<file path="src/rtl/spec_issue_scoreboard_pkg.sv">
// Shared types and helpers for the speculative-issue scoreboard.
// The state encoding and field extraction are common to the top level and to the bench.
package spec_issue_scoreboard_pkg;

  typedef enum logic {
    ST_OPEN  = 1'b0,
    ST_DRAIN = 1'b1
  } sb_state_t;

  localparam int DEF_UCODE_W  = 32;
  localparam int DEF_INSTR_W  = 32;
  localparam int DEF_REG_W    = 8;
  localparam int DEF_DST_LSB  = 0;
  localparam int DEF_SRCB_LSB = 8;
  localparam int DEF_SRCA_LSB = 16;
  localparam int DEF_EXCL_LSB = 5;
  localparam int DEF_EXCL_MSB = 11;
  localparam int DEF_DEPTH    = 4;
  localparam int DEF_CNT_W    = 16;

  // Wide carrier so one helper serves every word width; callers truncate to the field width.
  localparam int MAX_W = 128;
  typedef logic [MAX_W-1:0] wide_t;

  function automatic wide_t field_at(input wide_t word, input int lsb);
    return word >> lsb;
  endfunction

  function automatic wide_t excl_field(input wide_t ucode, input int lsb, input int msb);
    wide_t mask;
    mask = (wide_t'(1) << (msb - lsb + 1)) - wide_t'(1);
    return (ucode >> lsb) & mask;
  endfunction

endpackage

</file>
<file path="src/rtl/spec_issue_scoreboard_if.sv">
// Handshake bundle between the micro-code sequencer side and the scoreboard.
interface spec_issue_scoreboard_if #(
  parameter int UCODE_W = 32,
  parameter int INSTR_W = 32,
  parameter int DEPTH   = 4,
  parameter int CNT_W   = 16
);
  logic                     norm_valid;
  logic                     norm_ready;
  logic [UCODE_W-1:0]       norm_ucode;
  logic [INSTR_W-1:0]       norm_instr;
  logic                     retire;
  logic                     flush;
  logic                     spec_valid;
  logic [UCODE_W-1:0]       spec_ucode;
  logic [INSTR_W-1:0]       spec_instr;
  logic                     spec_accept;
  logic [$clog2(DEPTH):0]   occupancy;
  logic                     spec_blocked;
  logic [CNT_W-1:0]         issued_cnt;
  logic [CNT_W-1:0]         reject_cnt;

  modport master (
    output norm_valid, norm_ucode, norm_instr, retire, flush,
           spec_valid, spec_ucode, spec_instr,
    input  norm_ready, spec_accept, occupancy, spec_blocked, issued_cnt, reject_cnt
  );

  modport slave (
    input  norm_valid, norm_ucode, norm_instr, retire, flush,
           spec_valid, spec_ucode, spec_instr,
    output norm_ready, spec_accept, occupancy, spec_blocked, issued_cnt, reject_cnt
  );
endinterface

</file>
<file path="src/rtl/spec_issue_scoreboard_conflict_cmp.sv">
// Single-candidate conflict test: shared resource bit, or candidate destination
// feeding either speculative source (register 0 optionally exempt).
module spec_conflict_cmp #(
  parameter int UCODE_W   = 32,
  parameter int REG_W     = 8,
  parameter bit REG0_FREE = 1'b1
) (
  input  logic               cand_valid,
  input  logic [UCODE_W-1:0] cand_ucode,
  input  logic [REG_W-1:0]   cand_dest,
  input  logic [UCODE_W-1:0] spec_ucode,
  input  logic [REG_W-1:0]   src_a,
  input  logic [REG_W-1:0]   src_b,
  output logic               conflict
);
  logic dest_live;
  logic dest_hit;
  logic res_hit;

  always_comb begin
    dest_live = !REG0_FREE || (cand_dest != '0);
    dest_hit  = dest_live && ((cand_dest == src_a) || (cand_dest == src_b));
    res_hit   = |(cand_ucode & spec_ucode);
    conflict  = cand_valid && (res_hit || dest_hit);
  end
endmodule

</file>
<file path="src/rtl/spec_issue_scoreboard.sv">
// In-flight window of normal micro-ops plus the same-cycle verdict on whether a
// speculative micro-op may issue alongside them.
module spec_issue_scoreboard
  import spec_issue_scoreboard_pkg::*;
#(
  parameter int UCODE_W   = DEF_UCODE_W,
  parameter int INSTR_W   = DEF_INSTR_W,
  parameter int REG_W     = DEF_REG_W,
  parameter int DST_LSB   = DEF_DST_LSB,
  parameter int SRCB_LSB  = DEF_SRCB_LSB,
  parameter int SRCA_LSB  = DEF_SRCA_LSB,
  parameter int EXCL_LSB  = DEF_EXCL_LSB,
  parameter int EXCL_MSB  = DEF_EXCL_MSB,
  parameter int DEPTH     = DEF_DEPTH,
  parameter int CNT_W     = DEF_CNT_W,
  parameter bit REG0_FREE = 1'b1
) (
  input logic clk,
  input logic rst,
  spec_issue_scoreboard_if.slave bus
);
  localparam int PTR_W = $clog2(DEPTH);
  localparam int OCC_W = PTR_W + 1;

  sb_state_t          state, state_next;
  logic [PTR_W-1:0]   rd_ptr, wr_ptr, off;
  logic [OCC_W-1:0]   occ, occ_next;
  logic [CNT_W-1:0]   issued, reject;
  logic [UCODE_W-1:0] win_ucode [DEPTH];
  logic [REG_W-1:0]   win_dest  [DEPTH];
  logic [DEPTH-1:0]   ent_vld;
  logic [UCODE_W-1:0] cand_ucode [DEPTH+1];
  logic [REG_W-1:0]   cand_dest  [DEPTH+1];
  logic [DEPTH:0]     cand_vld, hit;
  logic [REG_W-1:0]   norm_dest, spec_src_a, spec_src_b;
  logic               push, pop, push_excl, spec_excl;

  function automatic logic [CNT_W-1:0] sat_inc(input logic [CNT_W-1:0] v);
    return (&v) ? v : v + CNT_W'(1);
  endfunction

  assign norm_dest  = REG_W'(field_at(wide_t'(bus.norm_instr), DST_LSB));
  assign spec_src_a = REG_W'(field_at(wide_t'(bus.spec_instr), SRCA_LSB));
  assign spec_src_b = REG_W'(field_at(wide_t'(bus.spec_instr), SRCB_LSB));
  assign spec_excl  = excl_field(wide_t'(bus.spec_ucode), EXCL_LSB, EXCL_MSB) != '0;

  assign bus.norm_ready = rst || (occ < OCC_W'(DEPTH)) || bus.retire;
  assign push      = bus.norm_valid && bus.norm_ready;
  assign pop       = bus.retire && (occ != '0);
  assign push_excl = push && (excl_field(wide_t'(bus.norm_ucode), EXCL_LSB, EXCL_MSB) != '0);

  // An entry is live when its distance from the read pointer is below occupancy.
  always_comb begin
    off     = '0;
    ent_vld = '0;
    for (int i = 0; i < DEPTH; i++) begin
      off        = PTR_W'(i) - rd_ptr;
      ent_vld[i] = {1'b0, off} < occ;
      cand_ucode[i] = win_ucode[i];
      cand_dest[i]  = win_dest[i];
    end
    cand_ucode[DEPTH] = bus.norm_ucode;
    cand_dest[DEPTH]  = norm_dest;
  end

  assign cand_vld = {push, ent_vld};

  for (genvar g = 0; g <= DEPTH; g++) begin : g_cmp
    spec_conflict_cmp #(
      .UCODE_W  (UCODE_W),
      .REG_W    (REG_W),
      .REG0_FREE(REG0_FREE)
    ) u_cmp (
      .cand_valid(cand_vld[g]),
      .cand_ucode(cand_ucode[g]),
      .cand_dest (cand_dest[g]),
      .spec_ucode(bus.spec_ucode),
      .src_a     (spec_src_a),
      .src_b     (spec_src_b),
      .conflict  (hit[g])
    );
  end

  assign bus.spec_accept  = !((|hit) || spec_excl || push_excl || (state == ST_DRAIN) ||
                              bus.flush || rst);
  assign bus.occupancy    = occ;
  assign bus.spec_blocked = (state == ST_DRAIN);
  assign bus.issued_cnt   = issued;
  assign bus.reject_cnt   = reject;

  always_comb begin
    occ_next = bus.flush ? '0 : occ + OCC_W'(push) - OCC_W'(pop);
  end

  always_comb begin
    state_next = state;
    if (bus.flush) begin
      state_next = ST_OPEN;
    end else begin
      case (state)
        ST_OPEN:  if (push_excl) state_next = ST_DRAIN;
        ST_DRAIN: if (occ_next == '0 && !push_excl) state_next = ST_OPEN;
        default:  state_next = ST_OPEN;
      endcase
    end
  end

  always_ff @(posedge clk) begin
    if (rst) state <= ST_OPEN;
    else     state <= state_next;
  end

  always_ff @(posedge clk) begin
    if (rst) begin
      rd_ptr <= '0;
      wr_ptr <= '0;
      occ    <= '0;
      issued <= '0;
      reject <= '0;
    end else begin
      occ <= occ_next;
      if (bus.flush) begin
        rd_ptr <= '0;
        wr_ptr <= '0;
      end else begin
        if (push) wr_ptr <= wr_ptr + PTR_W'(1);
        if (pop)  rd_ptr <= rd_ptr + PTR_W'(1);
      end
      if (bus.spec_valid) begin
        if (bus.spec_accept) issued <= sat_inc(issued);
        else                 reject <= sat_inc(reject);
      end
    end
  end

  // Payload storage carries no reset; liveness comes from the pointers.
  always_ff @(posedge clk) begin
    if (push && !bus.flush) begin
      win_ucode[wr_ptr] <= bus.norm_ucode;
      win_dest[wr_ptr]  <= norm_dest;
    end
  end
endmodule

</file>
<file path="src/flat_wrapper.sv">
// flat-port wrapper written by rule: the top's interface ports become plain ports
module spec_issue_scoreboard_flat import spec_issue_scoreboard_pkg::*;
#(
  parameter int UCODE_W   = DEF_UCODE_W,
  parameter int INSTR_W   = DEF_INSTR_W,
  parameter int REG_W     = DEF_REG_W,
  parameter int DST_LSB   = DEF_DST_LSB,
  parameter int SRCB_LSB  = DEF_SRCB_LSB,
  parameter int SRCA_LSB  = DEF_SRCA_LSB,
  parameter int EXCL_LSB  = DEF_EXCL_LSB,
  parameter int EXCL_MSB  = DEF_EXCL_MSB,
  parameter int DEPTH     = DEF_DEPTH,
  parameter int CNT_W     = DEF_CNT_W,
  parameter bit REG0_FREE = 1'b1
)
  (clk, rst, bus_norm_valid, bus_norm_ucode, bus_norm_instr, bus_retire, bus_flush, bus_spec_valid, bus_spec_ucode, bus_spec_instr, bus_norm_ready, bus_spec_accept, bus_occupancy, bus_spec_blocked, bus_issued_cnt, bus_reject_cnt);
  spec_issue_scoreboard_if #(.UCODE_W(UCODE_W), .INSTR_W(INSTR_W), .DEPTH(DEPTH), .CNT_W(CNT_W)) bus_i ();
  input logic clk;
  input logic rst;
  input wire logic [$bits(bus_i.norm_valid)-1:0] bus_norm_valid;
  input wire logic [$bits(bus_i.norm_ucode)-1:0] bus_norm_ucode;
  input wire logic [$bits(bus_i.norm_instr)-1:0] bus_norm_instr;
  input wire logic [$bits(bus_i.retire)-1:0] bus_retire;
  input wire logic [$bits(bus_i.flush)-1:0] bus_flush;
  input wire logic [$bits(bus_i.spec_valid)-1:0] bus_spec_valid;
  input wire logic [$bits(bus_i.spec_ucode)-1:0] bus_spec_ucode;
  input wire logic [$bits(bus_i.spec_instr)-1:0] bus_spec_instr;
  output wire logic [$bits(bus_i.norm_ready)-1:0] bus_norm_ready;
  output wire logic [$bits(bus_i.spec_accept)-1:0] bus_spec_accept;
  output wire logic [$bits(bus_i.occupancy)-1:0] bus_occupancy;
  output wire logic [$bits(bus_i.spec_blocked)-1:0] bus_spec_blocked;
  output wire logic [$bits(bus_i.issued_cnt)-1:0] bus_issued_cnt;
  output wire logic [$bits(bus_i.reject_cnt)-1:0] bus_reject_cnt;
  assign bus_i.norm_valid = bus_norm_valid;
  assign bus_i.norm_ucode = bus_norm_ucode;
  assign bus_i.norm_instr = bus_norm_instr;
  assign bus_i.retire = bus_retire;
  assign bus_i.flush = bus_flush;
  assign bus_i.spec_valid = bus_spec_valid;
  assign bus_i.spec_ucode = bus_spec_ucode;
  assign bus_i.spec_instr = bus_spec_instr;
  assign bus_norm_ready = bus_i.norm_ready;
  assign bus_spec_accept = bus_i.spec_accept;
  assign bus_occupancy = bus_i.occupancy;
  assign bus_spec_blocked = bus_i.spec_blocked;
  assign bus_issued_cnt = bus_i.issued_cnt;
  assign bus_reject_cnt = bus_i.reject_cnt;
  spec_issue_scoreboard #(.UCODE_W(UCODE_W), .INSTR_W(INSTR_W), .REG_W(REG_W), .DST_LSB(DST_LSB), .SRCB_LSB(SRCB_LSB), .SRCA_LSB(SRCA_LSB), .EXCL_LSB(EXCL_LSB), .EXCL_MSB(EXCL_MSB), .DEPTH(DEPTH), .CNT_W(CNT_W), .REG0_FREE(REG0_FREE)) u_core (.clk(clk), .rst(rst), .bus(bus_i));
endmodule
</file>
<file path="config.mk">
export PLATFORM = sky130hd
export DESIGN_NAME = spec_issue_scoreboard_flat
export DESIGN_NICKNAME = d
export VERILOG_FILES = /design/src/rtl/spec_issue_scoreboard_pkg.sv /design/src/rtl/spec_issue_scoreboard_if.sv /design/src/rtl/spec_issue_scoreboard_conflict_cmp.sv /design/src/rtl/spec_issue_scoreboard.sv /design/src/flat_wrapper.sv
export SDC_FILE = /design/constraint.sdc
export NUM_CORES = 1
export LEC_CHECK = 0
export ABC_AREA = 1
export BUFFER_PORTS_ARGS = -buffer_cell sky130_fd_sc_hd__buf_2
export CORE_MARGIN = 1
export CORE_UTILIZATION = 45
export DETAILED_ROUTE_END_ITERATION = 7
export MAX_ROUTING_LAYER = met4
export PLACE_DENSITY = 0.72
export SLEW_MARGIN = 20
export SYNTH_ARGS = -nofsm -noshare
export SYNTH_HDL_FRONTEND = slang
export SYNTH_SLANG_ARGS = --single-unit
</file>
<file path="constraint.sdc">
create_clock -name clk -period 7 [get_ports clk]
set_input_delay 0 -clock clk [delete_from_list [all_inputs] [get_ports clk]]
set_output_delay 0 -clock clk [all_outputs]
set_load 0.02 [all_outputs]
</file>
-- Word-level counts from Yosys, hierarchy flattened
Memories as Yosys holds them, arrays and structs flattened.
Index checks and enable logic that the tools add are counted.
- flip-flop bits (word level): 40
- output and inout port bits: 38
- logic and storage cells: 103
- memory bits (writable): 160
- memories kept: 2
- memory list (name ; depth ; width ; read ports ; clocked after Yosys merged registers in ; write ports ; line ; source):
    u_core.win_ucode ; 4 ; 32 ; 4 ; 0 ; 1 ; spec_issue_scoreboard.sv:29 ; logic [UCODE_W-1:0] win_ucode [DEPTH];
    u_core.win_dest ; 4 ; 8 ; 4 ; 0 ; 1 ; spec_issue_scoreboard.sv:30 ; logic [REG_W-1:0] win_dest [DEPTH];
- reductions and logical operators: 55
- equal/unequal tests: 10
- bitwise gates (word level): 9
- add/subtract/negate cells: 10
- multiplexer cells: 6
- order comparisons: 5
- operators with widths (kind ; number):
    128-bit nonzero test ; 2
    32-bit AND ; 5
    32-bit OR reduction ; 5
    8-bit equality test ; 10
    8-bit nonzero test ; 5
    16-bit by 1-bit adder with 16-bit output, second input constant ; 2
    16-bit AND reduction ; 2
    1-bit logical OR ; 17
    1-bit logical AND ; 15
    2-bit by 3-bit less-than comparator with 1-bit output ; 4
    3-bit AND reduction ; 2
    5-bit OR reduction ; 1
    2-bit by 1-bit adder with 2-bit output, second input constant ; 2
    1-bit 2-to-1 mux ; 4
    1-bit NOT ; 4
    1-bit by 2-bit subtractor with 2-bit output, first input constant ; 2
    2-bit subtractor, first input constant ; 2
    3-bit by 1-bit adder with 3-bit output ; 1
    1-bit zero test ; 3
    3-bit zero test ; 1
    3-bit less-than comparator, second input constant ; 1
    3-bit 2-to-1 mux ; 1
    3-bit nonzero test ; 1
    3-bit by 1-bit subtractor with 3-bit output ; 1
    2 further kinds ; 2

-- Longest topological paths before layout
Gate-level depths: netlist of run 1.
- depth in word-level cells: 13
- mapped depth: 18

-- Modules after synthesis
From an unflattened synthesis of run 1, not the netlist that was laid out.
- cell total of the unflattened synthesis: 1139
- area, all modules: 10139.7 um^2
- modules (own cells, without submodules) (module ; area each (um^2) ; cells an instance ; instances ; seq. area each (um^2)):
    spec_issue_scoreboard ; 7668.6 ; 574 ; 1 ; 5605.4
    spec_conflict_cmp ; 494.2 ; 113 ; 5 ; 0.0

-- Worst setup path before layout of run 1
Ideal clock, no wire load.
- path kind: flip-flop to flip-flop
- from: reg u_core.occ[2], in the netlist u_core.bus.occupancy[2]
- to: mem u_core.win_dest[0][0] (enable)
- period minus slack after synthesis: 2.980 ns
- setup slack: 4.020 ns
- setup time: 0.437 ns
- data arrival time: 2.543 ns
- stages on the path, launching flop included: 6
- buffers on the path: 0
- data required time: 6.563 ns
- cell sequence: dfxtp_1 > nand3_2 > nand2_4 > inv_4 > nand2_1 > nor2_1
- word-level cells in the longest chain between the ends: 7
- ends and longest elaborated chain (item ; line ; source):
    start, declared ; spec_issue_scoreboard.sv:27 ; logic [OCC_W-1:0] occ, occ_next;
    start signal, assigned ; spec_issue_scoreboard.sv:121 ; occ <= occ_next;
    3-bit less-than comparator ; spec_issue_scoreboard.sv:47 ; assign bus.norm_ready = rst || (occ < OCC_W'(DEPTH)) || bus.retire;
    1-bit logical OR (2 in series) ; spec_issue_scoreboard.sv:47 ;
    net bus_norm_ready ; flat_wrapper.sv:28 ; output wire logic [$bits(bus_i.norm_ready)-1:0] bus_norm_ready;
    1-bit logical AND ; spec_issue_scoreboard.sv:48 ; assign push = bus.norm_valid && bus.norm_ready;
    net u_core.g_cmp[4].u_cmp.cand_valid ; spec_issue_scoreboard_conflict_cmp.sv:8 ; input logic cand_valid,
    1-bit logical AND ; spec_issue_scoreboard.sv:138 ; if (push && !bus.flush) begin
    1-bit 2-to-1 mux ; spec_issue_scoreboard.sv:138 ;
    1-bit 2-to-1 mux (not written as such) ; spec_issue_scoreboard.sv:140 ; win_dest[wr_ptr] <= norm_dest;
    end, declared ; spec_issue_scoreboard.sv:30 ;
The timed path passes the listed nets, and every way through them passes these cells.

-- Worst setup path after layout of run 1
- from: reg u_core.rd_ptr[0]
- to: out bus_spec_accept
- word-level cells in the longest chain between the ends: 10
- ends and longest elaborated chain (item ; line ; source):
    start, declared ; spec_issue_scoreboard.sv:26 ; logic [PTR_W-1:0] rd_ptr, wr_ptr, off;
    start signal, assigned ; spec_issue_scoreboard.sv:127 ; if (pop) rd_ptr <= rd_ptr + PTR_W'(1);
    2-bit subtractor / 1-bit by 2-bit subtractor with 2-bit output (equally long branches) ; spec_issue_scoreboard.sv:57 ; off = PTR_W'(i) - rd_ptr;
    2-bit by 3-bit less-than comparator with 1-bit output ; spec_issue_scoreboard.sv:58 ; ent_vld[i] = {1'b0, off} < occ;
    1-bit logical AND ; spec_issue_scoreboard_conflict_cmp.sv:24 ; conflict = cand_valid && (res_hit || dest_hit);
    5-bit OR reduction * ; spec_issue_scoreboard.sv:84 ; assign bus.spec_accept = !((|hit) || spec_excl || push_excl || (state == ST_DRAIN) ||
    1-bit logical OR * (4 in series) ; spec_issue_scoreboard.sv:84 ;
    1-bit logical OR * ; spec_issue_scoreboard.sv:85 ; bus.flush || rst);
    1-bit zero test * ; spec_issue_scoreboard.sv:84 ;
    end, declared ; flat_wrapper.sv:29 ; output wire logic [$bits(bus_i.spec_accept)-1:0] bus_spec_accept;
Every way passes the cells marked *; elsewhere a longest branch is shown, timed or not.

==> flow_metrics.tcl, run 1 <==
set metrics [dict create \
    status "finished, final reports clean" \
    rr_endpoint "u_core.bus.issued_cnt[10]" \
    leakage_uw 0.004604 \
    cts-resized-gates 0 \
    vdd_drop_max_mv 0.1676 \
    htreeDepth 4 \
    cp-start-kind "flip-flop" \
    synth_top_area_cell "edfxtp_1" \
    skew_ns 0.01381 \
    synth.distinct_cells 37 \
    synth_commonest_cells "359 x nand2_1, 160 x edfxtp_1, 95 x nor2_1" \
    hold_path_depth 2 \
    root_buffer "clkbuf_16" \
    antenna_found_initial 5 \
    synthCells 1033 \
    grt_max_degree 41 \
    dieArea_mm2 0.02240 \
    syn_nets 1180 \
    cp.arrival_ns 2.69 \
    layout_min_cycle_time_ns 2.694 \
    wire_per_inst_um 14.64 \
    drive_gt1_share_pct 18.29 \
    p_per_area_mw_per_mm2 224.5 \
    die_w_um 149.7 \
    syn_avg_cell_area_um2 9.501 \
    rsz0062_at_grt "no" \
    critPathKind "flip-flop to output port" \
    num_vias 7445 \
    finalCritPeriodShare_pct 38.48 \
    routed_wl_um 21880 \
    synth-main-ff-cell "edfxtp_1" \
    synth_area_mm2 0.009814 \
    clkTransAtPathRegs_ns 0.08 \
    grt_pass1_wl_um 35630 \
    hold_violations 0 \
    firstDrtPassIters 5 \
    min_to "u_core.bus.occupancy[2]" \
    rows 53 \
    r2r.worst_path.cells 11 \
    final.fill_count 1864 \
    grt_pass1_vias 7472 \
    area_growth_pct 19.93 \
    fmax_mhz 371.2 \
    rrSetupSlack_ns 4.52 \
    synth_top_area_share_pct 48.95 \
    grt_usage_pct 21.21 \
    drc_errors 0 \
    async_flop_share_pct 0 \
    hold_start "rst" \
    finalMaxSlewViolations 0 \
    yosysSeqAreaShare_pct 57.11 \
    cts_buffers 17 \
    io_buffers 131 \
    cp_max_fo 29 \
    insertion_delay_ns 0.44 \
    min_path_type "input pin to flip-flop" \
    slew_headroom_pct 51.26 \
    cts_buffer_depth 2 \
    core-area_mm2 0.02122 \
    tightestPinTransition_ns 0.7295 \
    setup_ws_ns 4.306 \
    synth_edf_count 160 \
    setup_tns_ns 0 \
    dp_hpwl_um 15780 \
    grt.overflow.total 0 \
    die_y_um 149.7 \
    drv_cap 0 \
    initial_utilization_pct 46.25 \
    io_pins 172 \
    nets 1348 \
    ys_seq_elements 200 \
    synthTopCellsByArea "edfxtp_1 49%, nand2_1 14%, dfxtp_1 8.2%" \
    finalSetupViolCount 0 \
    r2r_start "u_core.rd_ptr[0]" \
    cts_tree "yes" \
    cp.required_ns 7.00 \
    initialDrtViolationCount 399 \
    final_antenna_net_count 0 \
    yosysMostFrequentCell "nand2_1" \
    gp_congestion 0.8840 \
    cts.sinks 200 \
    pre_cts_slack_ns 4.215 \
    critPathCaptureType "output port" \
    ys_warn_count 0 \
    viasPerCell 4.983 \
]
final cells by class:
cell class | instances | area (um2) | area share [%]
flip-flops and latches | 200 | 5605 | 47.62
clock buffers | 17 | 425.4 | 3.614
diodes | 5 | 12.51 | 0.1063
inverters | 80 | 302.8 | 2.573
clock inverters | 15 | 244.0 | 2.073
well taps | 275 | 344.1 | 2.923
multi-input cells | 725 | 3730 | 31.69
repair buffers | 177 | 1106 | 9.397
repair_timing:
action | in CTS | in global routing
buffers inserted | 0 | 0
hold endpoints to repair | 168 | 0
hold buffers | 42 | 0
worst max-delay path, cell delays in order (launching register included):
cell and delay [ns]:
dfxtp_1 0.42, xor2_1 0.21, inv_1 0.08, ha_1 0.27
a21oi_1 0.05, or2_1 0.20, nand2_1 0.09, nand3_1 0.12
nor2_4 0.52, buf_2 0.28
how the worst max path moves through the flow:
stage	startpoint	to	slack, ns	cells past startpoint
2_1_floorplan	u_core.bus.occupancy[2]	u_core.win_dest[0][0]	4.02	5
3_3_place_gp	u_core.rd_ptr[0]	u_core.bus.issued_cnt[1]	4.27	11
3_5_place_dp	u_core.rd_ptr[0]	u_core.bus.issued_cnt[10]	4.21	11
4_1_cts	u_core.rd_ptr[0]	bus_spec_accept	3.97	9
5_1_grt	u_core.rd_ptr[0]	bus_spec_accept	4.02	9
6_report	u_core.rd_ptr[0]	bus_spec_accept	4.31	9
stage by stage:
step                power [uW]  util, %  hold slack [ns]  std cells  instance area (um2)
global route              2737    55.47          0.05343       1494                11770
global placement          1567    50.21           0.2322       1415                10660
detailed placement        1574    50.21           0.2413       1415                10660
finish                    2643    55.47          0.01534       1494                11770
CTS                       2658    55.35         0.006432       1489                11750
floorplan                 1490        -          0.09887       1033                 9814
layer usage:
layer / track usage [%] / share of wire (%) / up-vias
met2: 36.64 / 51 / 160
met4: 8.384 / 2.2 / 0
met5: - / 0 / -
met3: 2.591 / 3.6 / 34
met1: 25.18 / 44 / 3472
li1: - / - / 3779
where the power goes:
part | switching [uW] | internal (uW) | total (uW)
sequential | 12.5 | 1300 | 1320
combinational | 151 | 98.7 | 250
clock | 485 | 591 | 1080
flip-flops by register name (all words and copies together) (netlist names):
register / flops
u_core.wr_ptr: 2
u_core.bus.issued_cnt: 16
u_core.win_dest: 32
u_core.bus.reject_cnt: 16
u_core.rd_ptr: 2
u_core.bus.spec_blocked: 1
u_core.win_ucode: 128
u_core.bus.occupancy: 3
cell usage in the layout, fill, tap and decap left out, drive strengths merged:
cell type | Yosys | final
clkinv | 0 | 5
o21ai | 7 | 7
a21boi | 1 | 1
nor2 | 97 | 97
xor2 | 12 | 12
nand3 | 41 | 41
ha | 12 | 12
clkinvlp | 0 | 1
xnor2 | 63 | 63
inv | 80 | 86
nand4 | 55 | 55
a21oi | 29 | 29
nor4 | 11 | 11
a211oi | 1 | 1
dlygate4sd3 | 0 | 42
dfxtp | 40 | 40
o21bai | 2 | 2
or2 | 4 | 4
a41oi | 1 | 1
nand3b | 3 | 3
edfxtp | 160 | 160
clkbuf | 3 | 17
fa | 1 | 1
nor3 | 9 | 9
buf | 25 | 135
diode | 0 | 5
bufinv | 0 | 3
nand2 | 375 | 375
and3 | 1 | 1
cell families (layout without fill, tap and decap cells):
| logic type | count (synthesis) | count (layout) | share of synthesized area (%) |
|---|---|---|---|
| AOI/OAI and AO/OA | 41 | 41 | 2.996 |
| and+or+nand+nor | 596 | 596 | 26.11 |
| other | 0 | 5 | 0 |
| xor gates and xnor gates | 75 | 75 | 6.693 |
| DFF | 200 | 200 | 57.11 |
| buffers and inverters | 108 | 289 | 5.355 |
| adders and majority gates | 13 | 13 | 1.734 |
(Power assumes the default switching activity.)
==> inputs of run 2 (changes only) <==
- ABC_AREA: 1 -> 0
- PLACE_DENSITY: 0.72 -> 0.73
- clock period: 7 -> 2.7 ns (I/O delays scaled with it)
==> flow_metrics.tcl, run 2 <==
set metrics [dict create \
    status "finished with violations" \
    violations "setup timing" \
    grt_usage_pct 25.53 \
    ys_warn_count 0 \
    stdcell_area_mm2 0.01156 \
    drv_cap 0 \
    initial_utilization_pct 46.40 \
    critPathKind "flip-flop to output port" \
    largestRegisters "u_core.win_ucode: 128 flops, u_core.win_dest: 32 flops" \
    synth-main-ff-cell "edfxtp_1" \
    synth_top_area_cell "edfxtp_1" \
    final_antenna_net_count 0 \
    finalSetupViolCount 2 \
    cp.arrival_ns 2.72 \
    rsz0062_at_grt "yes" \
    rows 51 \
    drive_gt1_share_pct 29.23 \
    io_buffers 131 \
    cts_buffers 17 \
    cp-start-kind "flip-flop" \
    gp_congestion 0.9448 \
    hold_violations 0 \
    largest_reg_flops 128 \
    grt_max_degree 60 \
    cp_max_fo 3 \
    dp_hpwl_um 17030 \
    layout_commonest_cell "edfxtp_1" \
    drc_errors 0 \
    yosysSeqAreaShare_pct 61.27 \
    path_cells "a22o_1, a221oi_2, nand4_1, a2111oi_4, o2111a_1, nand3_4, inv_4, buf_12, buf_6, buf_6" \
    grt_pass1_vias 6503 \
    min_path_type "input pin to flip-flop" \
    core-area_mm2 0.01972 \
    most-common-layout-cells "160 x edfxtp_1, 130 x buf_2, 53 x xnor2_1" \
    layout_min_cycle_time_ns 2.722 \
    finalMaxSlewViolations 0 \
    synth.distinct_cells 57 \
    synth_commonest_cells "160 x edfxtp_1, 54 x xnor2_1, 50 x a22oi_1" \
    cts_buffer_depth 2 \
    synth_area_mm2 0.009149 \
    async_flop_share_pct 0 \
    cpLargestDelayFamily "compound AO/OA/AOI/OAI gates" \
    routed_wl_um 25510 \
    setup_ws_ns -0.02185 \
    htreeDepth 4 \
    vdd_drop_max_mv 0.5139 \
    skew_ns 0.01797 \
    crit_buf_inv 4 \
    top_register "u_core.win_ucode" \
    synth_edf_count 160 \
    root_buffer "clkbuf_16" \
    tightestPinTransition_ns 0.6637 \
    postPlaceCellArea_mm2 0.01019 \
    antenna_found_initial 0 \
    p_per_area_mw_per_mm2 587.7 \
    finalCritPeriodShare_pct 100.8 \
    path_common_cell "buf_6" \
    firstDrtPassIters 5 \
    whs_ns 0.03286 \
    syn_avg_cell_area_um2 13.24 \
    num_vias 6899 \
    worst_path_max_delay_cell "edfxtp_1" \
    ys_seq_elements 200 \
    synthCells 691 \
    wire_per_inst_um 22.03 \
    slew_headroom_pct 55.66 \
    cp.required_ns 2.70 \
    antennaDiodeCount 0 \
    clkTransAtPathRegs_ns 0.08 \
    synth_top_area_share_pct 52.52 \
    initialDrtViolationCount 794 \
    io_pins 172 \
    leakage_uw 0.004200 \
    viasPerCell 5.958 \
    area_growth_pct 26.38 \
    fmax_mhz 367.4 \
    critPathMaxStageDelay_ns 0.38 \
    synthTopCellsByArea "edfxtp_1 53%, dfxtp_1 8.8%, xnor2_1 5.2%" \
    yosysMostFrequentCell "edfxtp_1" \
    die_y_um 144.6 \
    insertion_delay_ns 0.44 \
    dieArea_mm2 0.02090 \
    grt_pass1_wl_um 37400 \
    cts.sinks 200 \
    critPathCaptureType "output port" \
    cts_tree "yes" \
    nets 1027 \
    die_w_um 144.6 \
    grt.overflow.total 0 \
    syn_nets 838 \
]
==> run 2: changes by cell type after synthesis, moves of 18 or more <==
cell,change
nand2_1,-343
inv_1,-56
nor2_1,-52
a22oi_1,+50
nand3_1,-32
nor2b_1,+28
xor2_1,+20
mux2_2,+18
nand4_1,-18
==> run 2: cells by family (layout without fill, tap and decap cells) <==
kind of cell,count (synthesis),after routing,share of synthesized area (%)
AO/OA/AOI/OAI,115,115,9.601
XOR/XNOR,86,86,8.233
adder cells (fa/ha/maj),13,13,1.860
buffers and inverters,44,246,2.448
flip-flops,200,200,61.27
multiplexers,27,27,3.556
AND/OR/NAND/NOR,206,206,13.03
==> run 2: timing repair <==
| action | 4_1_cts | 5_1_grt |
|---|---|---|
| pin swaps | 8 | 12 |
| hold buffers | 44 | 0 |
| endpoints found under the hold margin | 167 | 0 |
| gates cloned | 1 | 0 |
| setup endpoints to repair | 32 | 30 |
| resized for setup | 14 | 29 |
| buffers inserted | 4 | 1 |
==> run 2: layout make-up <==
type                       instances  area [um2]
clock inverter                    15       201.4
multi-input combinational        447        3528
timing repair buffer             203        1424
tap                              265       331.6
clock buffer                      17       425.4
sequential                       200        5608
fill                            1535        8155
inverter                          11       43.79
==> run 2: tightest hold or removal path, delay by kind of cell <==
kind	cells	cell delay [ns]
simple gates	1	0.18
compound gates	2	0.15
buf+inv	1	0.09
==> run 2: per-stage QoR <==
step,power (uW),utilization (%),setup TNS [ns],std cells,setup WS (ns)
after detailed placement,4106,51.66,-4.546,1076,-0.2018
after CTS,6778,57.73,-0.003600,1157,-0.002966
final,6795,58.64,-0.02324,1158,-0.02185
after global placement,4093,51.66,-0.6212,1076,-0.06004
after floorplan,3809,-,0,691,0.06818
after global routing,6980,58.64,-0.9610,1158,-0.08834
==> run 2: path summary, 6_finish.rpt <==
path / slack, ns / start / endpoint / cells past startpoint
max: -0.02 / u_core.win_ucode[2][4] / bus_spec_accept / 10
min: 0.03 / bus_norm_valid / u_core.bus.spec_blocked / 4
max reg2reg: 0 / u_core.win_ucode[2][4] / u_core.bus.issued_cnt[12] / 11
min reg2reg: 0.49 / u_core.bus.issued_cnt[15] / u_core.bus.issued_cnt[15] / 1
==> run 2: power breakdown <==
group	total (uW)	leakage [uW]	internal [uW]	switching, uW
combinational	720	0.00212	300	420
clock	2670	0.000305	1430	1240
sequential	3410	0.00178	3380	30.6
total	6800	0.00420	5110	1690
==> run 2: routing by layer <==
metal	GRT usage, %	share of wire [%]	vias to the layer above
met5	-	0	-
met4	8.975	2.9	0
met3	5.199	9.1	70
met2	40.44	48	368
met1	32.59	40	3416
li1	-	-	3045
==> inputs of run 3 (changes only) <==
- BUFFER_PORTS_ARGS: -buffer_cell sky130_fd_sc_hd__buf_2 -> -buffer_cell sky130_fd_sc_hd__clkbuf_2
- SETUP_SLACK_MARGIN: unset -> 0.3
==> flow_metrics.tcl, run 3 (synthesis gave the netlist of run 2 again) <==
set metrics [dict create \
    status "finished, final reports clean" \
    gp_congestion 0.8883 \
    layout_min_cycle_time_ns 2.700 \
    min_path_type "input pin to flip-flop" \
    viasPerCell 5.897 \
    cts_buffers 17 \
    worst_path_max_delay_cell "or4_4" \
    drc_errors 0 \
    drv_cap 0 \
    cts.sinks 200 \
    slew_headroom_pct 61.72 \
    io_buffers 131 \
    hold_start "bus_norm_ucode[8]" \
    insertion_delay_ns 0.45 \
    wire_per_inst_um 22.20 \
    pre_cts_slack_ns 0.01271 \
    r2r_start "u_core.win_ucode[0][4]" \
    initialDrtViolationCount 566 \
    final.fill_count 1516 \
    postPlaceCellArea_mm2 0.01032 \
    final_core_util_pct 59.90 \
    crit_buf_inv 4 \
    stdcell_area_mm2 0.01181 \
    antenna_found_initial 0 \
    cp_max_fo 4 \
    hold_violations 0 \
    finalMaxSlewViolations 0 \
    grt.overflow.total 0 \
    top_register "u_core.win_ucode" \
    io_pins 172 \
    clkTransAtPathRegs_ns 0.09 \
    multi_input_area_mm2 0.003647 \
    dieArea_mm2 0.02090 \
    critPathCaptureType "output port" \
    drive_gt1_share_pct 32.04 \
    leakage_uw 0.004243 \
    antennaDiodeCount 0 \
    die_y_um 144.6 \
    dp_hpwl_um 17370 \
    grt_pass1_vias 6696 \
    critPathMaxStageDelay_ns 0.54 \
    r2r.worst_path.cells 10 \
    die_w_um 144.6 \
    rows 51 \
    htreeDepth 4 \
    min_to "u_core.bus.spec_blocked" \
    cp-start-kind "flip-flop" \
    setup_ws_ns 0.0004794 \
    core-area_mm2 0.01972 \
    largest_reg_flops 128 \
    routed_wl_um 25970 \
    cpLargestDelayFamily "simple AND/OR/NAND/NOR gates" \
    area_growth_pct 29.09 \
    seq_area_mm2 0.005610 \
    largestRegisters "u_core.win_ucode: 128 flops, u_core.win_dest: 32 flops" \
    layout_commonest_cell "edfxtp_1" \
    most-common-layout-cells "160 x edfxtp_1, 130 x clkbuf_2, 53 x xnor2_1" \
    vdd_drop_max_mv 0.5173 \
    p_per_area_mw_per_mm2 575.3 \
    rrSetupSlack_ns 0.02 \
    whs_ns 0.05990 \
    finalCritPeriodShare_pct 99.98 \
    firstDrtPassIters 5 \
    finalSetupViolCount 0 \
    cts_tree "yes" \
    path_cells "a22oi_2, nand4_1, or4_4, o21ai_1, o2111a_1, nand3_4, inv_6, buf_12, buf_6, clkbuf_8" \
    cp.required_ns 2.70 \
    cts_buffer_depth 2 \
    rr_endpoint "u_core.bus.issued_cnt[8]" \
    cp.arrival_ns 2.70 \
    grt_max_degree 60 \
    initial_utilization_pct 46.40 \
    grt_usage_pct 26.10 \
    nets 1039 \
    hold_path_depth 4 \
    root_buffer "clkbuf_16" \
    critPathKind "flip-flop to output port" \
    num_vias 6899 \
    skew_ns 0.01754 \
    rsz0062_at_grt "yes" \
    grt_pass1_wl_um 37720 \
    final_antenna_net_count 0 \
    fmax_mhz 370.4 \
    tightestPinTransition_ns 0.5689 \
]
## run 3: worst max-delay path by stage
stage | cells after the start | slack (ns) | to | start
detailed placement | 10 | 0.01 | u_core.bus.reject_cnt[13] | u_core.win_ucode[2][4]
CTS | 10 | 0.02 | bus_spec_accept | u_core.win_ucode[3][12]
global placement | 10 | 0.02 | u_core.bus.reject_cnt[13] | u_core.win_ucode[2][4]
finish | 10 | 0.0005 | bus_spec_accept | u_core.win_ucode[0][4]
floorplan | 12 | 0.30 | u_core.bus.reject_cnt[11] | u_core.rd_ptr[0]
global route | 10 | -0.07 | bus_spec_accept | u_core.win_ucode[2][4]
## run 3: cell type report
type / instances / area share, %
flip-flops and latches: 200 / 47.50
inverters: 11 / 0.3920
clock inverters: 15 / 1.769
repair buffers: 215 / 13.04
multi-input cells: 447 / 30.88
well taps: 265 / 2.807
clock buffers: 17 / 3.602
## run 3: worst reg2reg max path, cell delays in order (launching register included)
cell and delay, ns:
edfxtp_1 0.40, a22oi_2 0.26, nand4_1 0.18, or4_4 0.54
o21ai_1 0.08, o2111a_1 0.25, nand3_4 0.11, buf_4 0.16
buf_6 0.13, nor2_2 0.11, mux2_2 0.33
## run 3: timing repair
item | CTS | global route
hold endpoints to repair | 168 | 0
hold buffers | 43 | 0
buffers inserted | 6 | 2
cloned | 0 | 1
gates resized for setup | 41 | 29
pin swaps | 23 | 18
setup endpoints to repair | 33 | 34
## run 3: per-layer routing
layer / vias to the layer above / global-route usage, % / part of all wire [%]
met5: - / - / 0
met4: 0 / 12.30 / 3.6
met3: 83 / 5.993 / 8.9
met2: 356 / 41.65 / 49
met1: 3380 / 31.36 / 39
li1: 3080 / - / -
## run 3: per-stage QoR
step	setup TNS [ns]	instances	total power, uW
floorplan	0	691	3812
global placement	0	1086	4101
detailed placement	0	1086	4112
CTS	0	1167	6775
global route	-0.5066	1170	6978
finish	0	1170	6794
## run 3: where the power goes
| part | switching [uW] | internal, uW | total, uW |
|---|---|---|---|
| sequential | 37.7 | 3380 | 3420 |
| clock | 1350 | 1290 | 2640 |
| combinational | 425 | 311 | 736 |
| total | 1810 | 4980 | 6790 |
